File: config.mk
export PLATFORM = sky130hd
export DESIGN_NAME = uart_tx_fifo
export DESIGN_NICKNAME = d
export VERILOG_FILES = /design/src/rtl/uart_pkg.sv /design/src/rtl/uart_byte_fifo.sv /design/src/rtl/uart_tx_fifo.sv
export SDC_FILE = /design/constraint.sdc
export NUM_CORES = 1
export LEC_CHECK = 0
export ABC_AREA = 1
export CORE_AREA = 5 5 143 145
export DETAILED_ROUTE_END_ITERATION = 7
export DIE_AREA = 0 0 148 150
export PLACE_DENSITY = 0.49
export SLEW_MARGIN = 30
export SYNTH_ARGS = -nofsm -noshare
export SYNTH_HDL_FRONTEND = slang
export SYNTH_SLANG_ARGS = --single-unit
File: constraint.sdc
create_clock -name clk -period 1.7 [get_ports clk]
set_input_delay 0.34 -clock clk [delete_from_list [all_inputs] [get_ports clk]]
set_output_delay 0.34 -clock clk [all_outputs]
set_load 0.05 [all_outputs]
File: src/rtl/uart_pkg.sv
// Shared types and constants for the UART transmit byte buffer.
package uart_pkg;

    localparam int unsigned UART_TX_FIFO_DEPTH = 16;

    typedef enum logic [1:0] {
        IDLE,
        LAUNCH,
        WAIT_BUSY,
        WAIT_DONE
    } tx_fifo_state_t;

endpackage

File: src/rtl/uart_byte_fifo.sv
// Circular byte FIFO with registered occupancy flags and a sticky overflow flag.
module uart_byte_fifo
    import uart_pkg::*;
#(
    parameter  int unsigned DEPTH = UART_TX_FIFO_DEPTH,
    localparam int unsigned AW    = $clog2(DEPTH)
) (
    input  logic          clk,
    input  logic          nrst,
    input  logic [7:0]    wr_data,
    input  logic          wr_en,
    input  logic          pop,
    input  logic          ovf_clr,
    output logic [7:0]    rd_data,
    output logic          full,
    output logic          empty,
    output logic [AW:0]   count,
    output logic          overflow
);

    logic [7:0]    r_mem [DEPTH];
    logic [AW-1:0] r_wr_ptr;
    logic [AW-1:0] r_rd_ptr;
    logic [AW:0]   r_count;
    logic          r_full;
    logic          r_empty;
    logic          r_overflow;

    logic          w_wr_acc;
    logic          w_pop;
    logic [AW:0]   w_count_nxt;

    // A write while full is dropped regardless of a same-cycle pop.
    assign w_wr_acc = wr_en & ~r_full;
    assign w_pop    = pop & ~r_empty;

    always_comb begin
        w_count_nxt = r_count;
        if (w_wr_acc && !w_pop) begin
            w_count_nxt = r_count + (AW+1)'(1);
        end else if (!w_wr_acc && w_pop) begin
            w_count_nxt = r_count - (AW+1)'(1);
        end
    end

    always_ff @(posedge clk) begin
        if (w_wr_acc) begin
            r_mem[r_wr_ptr] <= wr_data;
        end
    end

    always_ff @(posedge clk) begin
        if (!nrst) begin
            r_wr_ptr   <= '0;
            r_rd_ptr   <= '0;
            r_count    <= '0;
            r_full     <= 1'b0;
            r_empty    <= 1'b1;
            r_overflow <= 1'b0;
        end else begin
            if (w_wr_acc) begin
                r_wr_ptr <= r_wr_ptr + AW'(1);
            end
            if (w_pop) begin
                r_rd_ptr <= r_rd_ptr + AW'(1);
            end
            r_count <= w_count_nxt;
            r_full  <= (w_count_nxt == (AW+1)'(DEPTH));
            r_empty <= (w_count_nxt == '0);
            // Set dominates clear.
            if (wr_en && r_full) begin
                r_overflow <= 1'b1;
            end else if (ovf_clr) begin
                r_overflow <= 1'b0;
            end
        end
    end

    assign rd_data  = r_mem[r_rd_ptr];
    assign full     = r_full;
    assign empty    = r_empty;
    assign count    = r_count;
    assign overflow = r_overflow;

endmodule

File: src/rtl/uart_tx_fifo.sv
// Byte buffer and launch sequencer feeding the UART transmitter over tx_data/tx_start/tx_busy.
module uart_tx_fifo
    import uart_pkg::*;
#(
    parameter  int unsigned DEPTH = UART_TX_FIFO_DEPTH,
    localparam int unsigned AW    = $clog2(DEPTH)
) (
    input  logic          clk,
    input  logic          nrst,
    input  logic [7:0]    wr_data,
    input  logic          wr_en,
    output logic          full,
    output logic          empty,
    output logic [AW:0]   count,
    output logic          overflow,
    input  logic          ovf_clr,
    output logic [7:0]    tx_data,
    output logic          tx_start,
    input  logic          tx_busy
);

    tx_fifo_state_t r_state;
    logic [7:0]     r_tx_data;
    logic           r_tx_start;

    logic           w_pop;
    logic [7:0]     w_rd_data;
    logic           w_empty;

    uart_byte_fifo #(
        .DEPTH (DEPTH)
    ) u_fifo (
        .clk      (clk),
        .nrst     (nrst),
        .wr_data  (wr_data),
        .wr_en    (wr_en),
        .pop      (w_pop),
        .ovf_clr  (ovf_clr),
        .rd_data  (w_rd_data),
        .full     (full),
        .empty    (w_empty),
        .count    (count),
        .overflow (overflow)
    );

    // Pop happens only on the IDLE->LAUNCH transition.
    assign w_pop = (r_state == IDLE) && !w_empty && !tx_busy;

    always_ff @(posedge clk) begin
        if (!nrst) begin
            r_state    <= IDLE;
            r_tx_data  <= 8'h00;
            r_tx_start <= 1'b0;
        end else begin
            r_tx_start <= 1'b0;
            case (r_state)
                IDLE: begin
                    if (w_pop) begin
                        r_tx_data  <= w_rd_data;
                        r_tx_start <= 1'b1;
                        r_state    <= LAUNCH;
                    end
                end
                LAUNCH: begin
                    r_state <= WAIT_BUSY;
                end
                WAIT_BUSY: begin
                    if (tx_busy) begin
                        r_state <= WAIT_DONE;
                    end
                end
                WAIT_DONE: begin
                    if (!tx_busy) begin
                        r_state <= IDLE;
                    end
                end
                default: begin
                    r_state <= IDLE;
                end
            endcase
        end
    end

    assign empty    = w_empty;
    assign tx_data  = r_tx_data;
    assign tx_start = r_tx_start;

endmodule

Word-level counts from Yosys, hierarchy flattened
Memories as Yosys holds them, arrays and structs flattened. A register that Yosys moved wholly into a read port is not among the register bits.
Index checks and enable logic that the tools add are counted.
- equality and inequality tests: 7
- add/subtract/negate cells: 4
- multiplexer cells: 11
- div/mod/pow operators: 0
- bitwise gates (word level): 4
- shift-type cells: 0
- order comparisons: 0
- reduce and logical (&&, ||, !) cells: 16
- $mul: 0
- operator list (operator ; count):
    5-bit 2-to-1 mux ; 2
    4-bit by 1-bit adder with 4-bit output, second input constant ; 2
    2-bit case mux with 4 select lines ; 1
    2-bit 2-to-1 mux ; 3
    5-bit by 1-bit adder with 5-bit output, second input constant ; 1
    5-bit equality test, second input constant ; 1
    1-bit logical AND ; 5
    1-bit logical NOT ; 5
    5-bit logical NOT ; 1
    1-bit 2-to-1 mux ; 5
    5-bit by 1-bit subtractor with 5-bit output, second input constant ; 1
    2-bit equality test, second input constant ; 2
    2-bit inequality test, second input constant ; 2
    2-bit AND reduction ; 2
    3-bit AND reduction ; 1
    1-bit AND ; 2
    2-bit by 1-bit equality test with 1-bit output, second input constant ; 1
    2-bit logical NOT ; 1
    2-bit by 1-bit inequality test with 1-bit output, second input constant ; 1
    1-bit inverter ; 2
    2-bit nonzero test ; 1
- bits in writable memories: 128
- bits in latches: 0
- output and inout bits: 17
- input port bits: 13
- memories: 1
- ROM bits: 0
- bits in registers: 19
- word-level logic and storage cells: 51
- memories (name ; depth ; width ; read ports ; clocked after Yosys merged registers in ; write ports ; line ; RTL):
    u_fifo.r_mem ; 16 ; 8 ; 1 ; 1 ; 1 ; uart_byte_fifo.sv:21 ; logic [7:0] r_mem [DEPTH];

Logic depth before layout (Yosys ltp)
- word-level depth: 8
- depth in mapped cells: 12
- mapped depth without buffers: 11

Cells and area by module
From an unflattened synthesis, not the netlist that was laid out.
- cell total of the unflattened synthesis: 619
- area total of the unflattened synthesis: 6711.4 um^2
- modules (own cells, without submodules) (module ; seq. area each (um^2) ; times used ; cells each ; area an instance (um^2)):
    uart_byte_fifo ; 4244.1 ; 1 ; 556 ; 6226.0
    uart_tx_fifo ; 220.2 ; 1 ; 63 ; 485.5

Least setup slack after synthesis
Ideal clock, no wire load.
- path kind: reg-to-reg
- start point: reg u_fifo.r_full (netlist: u_fifo.full)
- end point: mem u_fifo.r_mem[0][0], enable pin
- stages on the path, launching flop included: 7
- setup time: 370 ps
- required time: 1330 ps
- arrival: 1325 ps
- period minus slack after synthesis: 1695 ps
- path slack: 5 ps
- path buffers: 1
- path through: dfxtp_1 inv_2 nand2_4 inv_2 buf_6 nand2_1 nor2_1
- cells in the longest elaborated chain, start to end: 4
- ends and longest elaborated chain (what ; line ; RTL):
    start: declaration ; uart_byte_fifo.sv:25 ; logic r_full;
    start signal: assignment ; uart_byte_fifo.sv:68 ; r_full <= (w_count_nxt == (AW+1)'(DEPTH));
    1-bit inverter ; uart_byte_fifo.sv:34 ; assign w_wr_acc = wr_en & ~r_full;
    1-bit AND ; uart_byte_fifo.sv:34 ;
    1-bit 2-to-1 mux ; uart_byte_fifo.sv:47 ; if (w_wr_acc) begin
    1-bit 2-to-1 mux (not written as such) ; uart_byte_fifo.sv:48 ; r_mem[r_wr_ptr] <= wr_data;
    end: declaration ; uart_byte_fifo.sv:21 ;
Every way passes these cells.

==> results.cfg <==
[outcome]
status = completed

[worst_setup_path]
crit_start = u_fifo.r_rd_ptr[0]
cp-start-kind = flop
cp.arrival_ns = 1.98
worstReg2RegStart = u_fifo.r_rd_ptr[0]
r2r_cells = 9
end_kind = flop
r2r-end = tx_data[2]
critPathKind = flop to flop
reg2reg_slack_ns = 0.09
cp_max_fo = 74
crit_path_end = tx_data[2]
critical_path_required_ns = 2.07

[detailed_routing]
vias = 4532
routed_wl_microns = 16400
drt_first_pass_iters = 5
antenna_left = 0
wl_per_cell_microns = 17.7
drt-initial-drc-count = 419
drt-vias-per-instance = 4.90
drc_errors = 0

[timing]
rsz0062_at_grt = false
slew_headroom = 0.773
worst_pin_slew_ns = 0.341
final-hold-violation-count = 0
period_needed_ns = 1.61
drv_slew = 0
setup_viol = 0
finClkSkew_ns = 0.00691
fmax_mhz = 622
period_share = 0.946

[min_path]
hp-class = flop to flop

[power]
leakagePower_nw = 2.94
p_per_area_mw_per_mm2 = 1390
combPwrFrac = 0.254
finalPower_mw = 11.1
ir_drop_mv = 0.725
intPower_mw = 7.63
clockPowerShare = 0.340
swShare = 0.310
switching_power_mw = 3.43
sequentialPowerShare = 0.406

[global_routing]
gr-total-overflow = 0
grt_pass1_vias = 4396
antenna_found_initial = 0
grt_max_degree = 75
grt_pass1_wl_microns = 25500
grt_use_total = 0.153

[yosys]
synth_top_area_share = 0.585
dominantRegCellSynth = edfxtp_1
synthArstFlopShare = 0
synth_edf_count = 128
syn_nets = 631
synth_most_common_cell = nor2_1
synth_area_per_cell_sq_um = 10.8
synth_common_cells = 135 x nor2_1, 128 x edfxtp_1, 67 x nand3_1, 56 x nand2_1, 47 x o21ai_0
synth.cell_area_sq_mm = 0.00657
ys_warn_count = 0
synth_cells = 607
yosys-top-cells-area = edfxtp_1 59%, dfxtp_1 8.2%, nor2_1 7.7%, nand3_1 5.1%, o21ai_0 3.6%
synth-seq-area-share = 0.668
ys_ff_latch = 155
post-synth-top-area-cell = edfxtp_1
yosysUniqueCellTypes = 31

[finish]
final_cells = 925
fin_nets = 698
drive_above_1_share = 0.164
diodes = 0
area_growth_pct = 21.3
fin_area_sq_mm = 0.00797

[cts]
postCtsSetupRepairBufs = 0
clk_pin_slew_worst_paths_ns = 0.06
cts_tree = yes
htree_levels = 4
cts_made_buffers = 17
cts_sinks = 155
clockBufferDepth = 2
insertion_delay_ns = 0.42
root_buffer = clkbuf_16

[die]
die_x_microns = 148
initial_utilization = 0.344
io_pins = 30
num_rows = 51
die_h_microns = 150
coreArea_sq_mm = 0.0191
dieArea_sq_mm = 0.0222

[placed_design]
place_congestion = 0.852
place_inst = 893
place_area_sq_mm = 0.00736
hpwl_microns = 10900
io_buffers = 29

[flow_run]
maxCapViolCount = 0
## flip-flops by register name, summed over array words and instances (netlist names)
register         flops
u_fifo.r_mem       128
tx_data              8
u_fifo.count         5
u_fifo.r_rd_ptr      4
u_fifo.r_wr_ptr      4
r_state              2
tx_start             1
u_fifo.empty         1
u_fifo.full          1
u_fifo.overflow      1
## power groups by stage
stage / logic (mW) / clock network [mW] / registers, mW
floorplan: 1.55 / 0 / 4.88
global placement: 2.75 / 0 / 4.56
detailed placement: 2.78 / 0 / 4.57
CTS: 2.79 / 3.84 / 4.49
global route: 3.12 / 4.01 / 4.51
finish: 2.81 / 3.76 / 4.49
## through the flow
| step | hold slack [ns] | setup TNS, ns | setup WS (ns) | utilization |
|---|---|---|---|---|
| 6_report | 0.459 | 0 | 0.0920 | 0.417 |
| 5_1_grt | 0.478 | 0 | 0.00198 | 0.417 |
| 4_1_cts | 0.460 | 0 | 0.0320 | 0.416 |
| 3_5_place_dp | 0.451 | -15.31 | -0.175 | 0.386 |
| 3_3_place_gp | 0.449 | -13.40 | -0.170 | 0.386 |
| 2_1_floorplan | 0.439 | 0 | 0.00480 | - |
## kinds of logic after synthesis
| logic type | after synthesis | share of synthesized area |
|---|---|---|
| buffers and inverters | 70 | 0.0509 |
| XOR/XNOR | 1 | 0.00133 |
| flip-flops | 155 | 0.668 |
| AO/OA/AOI/OAI | 96 | 0.0799 |
| adder cells (fa/ha/maj) | 11 | 0.0210 |
| AND/OR/NAND/NOR | 274 | 0.179 |
## how the worst min path moves through the flow
stage                                     to  cells past startpoint       startpoint  slack [ns]
final                        u_fifo.overflow                      2  u_fifo.overflow        0.46
after detailed placement     u_fifo.overflow                      2  u_fifo.overflow        0.45
after floorplan           u_fifo.r_mem[0][0]                      0       wr_data[0]        0.44
after global routing         u_fifo.overflow                      2  u_fifo.overflow        0.48
after global placement       u_fifo.overflow                      2  u_fifo.overflow        0.45
after CTS                    u_fifo.overflow                      2  u_fifo.overflow        0.46
## final cells by class
type                            count  area (sq um)
Timing Repair Buffer               78           682
Clock inverter                     13           150
Inverter                           40           150
Sequential cell                   155          4390
Tap cell                          238           298
Clock buffer                       19           433
Fill cell                        1808         11100
Multi-Input combinational cell    382          1870
## layer usage
layer  GRT usage  share of wire  vias up  routed length [microns]
met1       0.204           0.45     2182                     7410
met4      0.0508          0.023        0                      375
met2       0.252           0.49       99                     8010
met3      0.0288          0.037       27                      610
met5           0              0        -                        0
li1            -              -     2224                        -
## timing repair
item | in CTS | in global routing
hold buffers | 0 | 0
hold endpoints to repair | 0 | 0
resized for setup | 0 | 6
setup endpoints to repair | 0 | 10
## layout by cell type, fill, tap and decap left out, drive strengths merged, types with 8 or more instances in the layout
cell,count
a21oi,15
buf,66
clkbuf,19
clkdlybuf4s50,12
clkinv,10
dfxtp,27
edfxtp,128
ha,11
inv,38
nand2,59
nand3,69
nor2,138
o211ai,8
o21a,8
o21ai,63
## worst max-delay path, stage by stage (launching register included)
cell	delay [ns]
dfxtp_2	0.35
buf_12	0.27
nor2_1	0.09
nor2_1	0.09
o21ai_0	0.08
nand3_1	0.15
nand3_1	0.17
nand3_1	0.17
nand2_1	0.06
inv_1	0.05
Note: power is estimated with default switching activity, not from simulation.
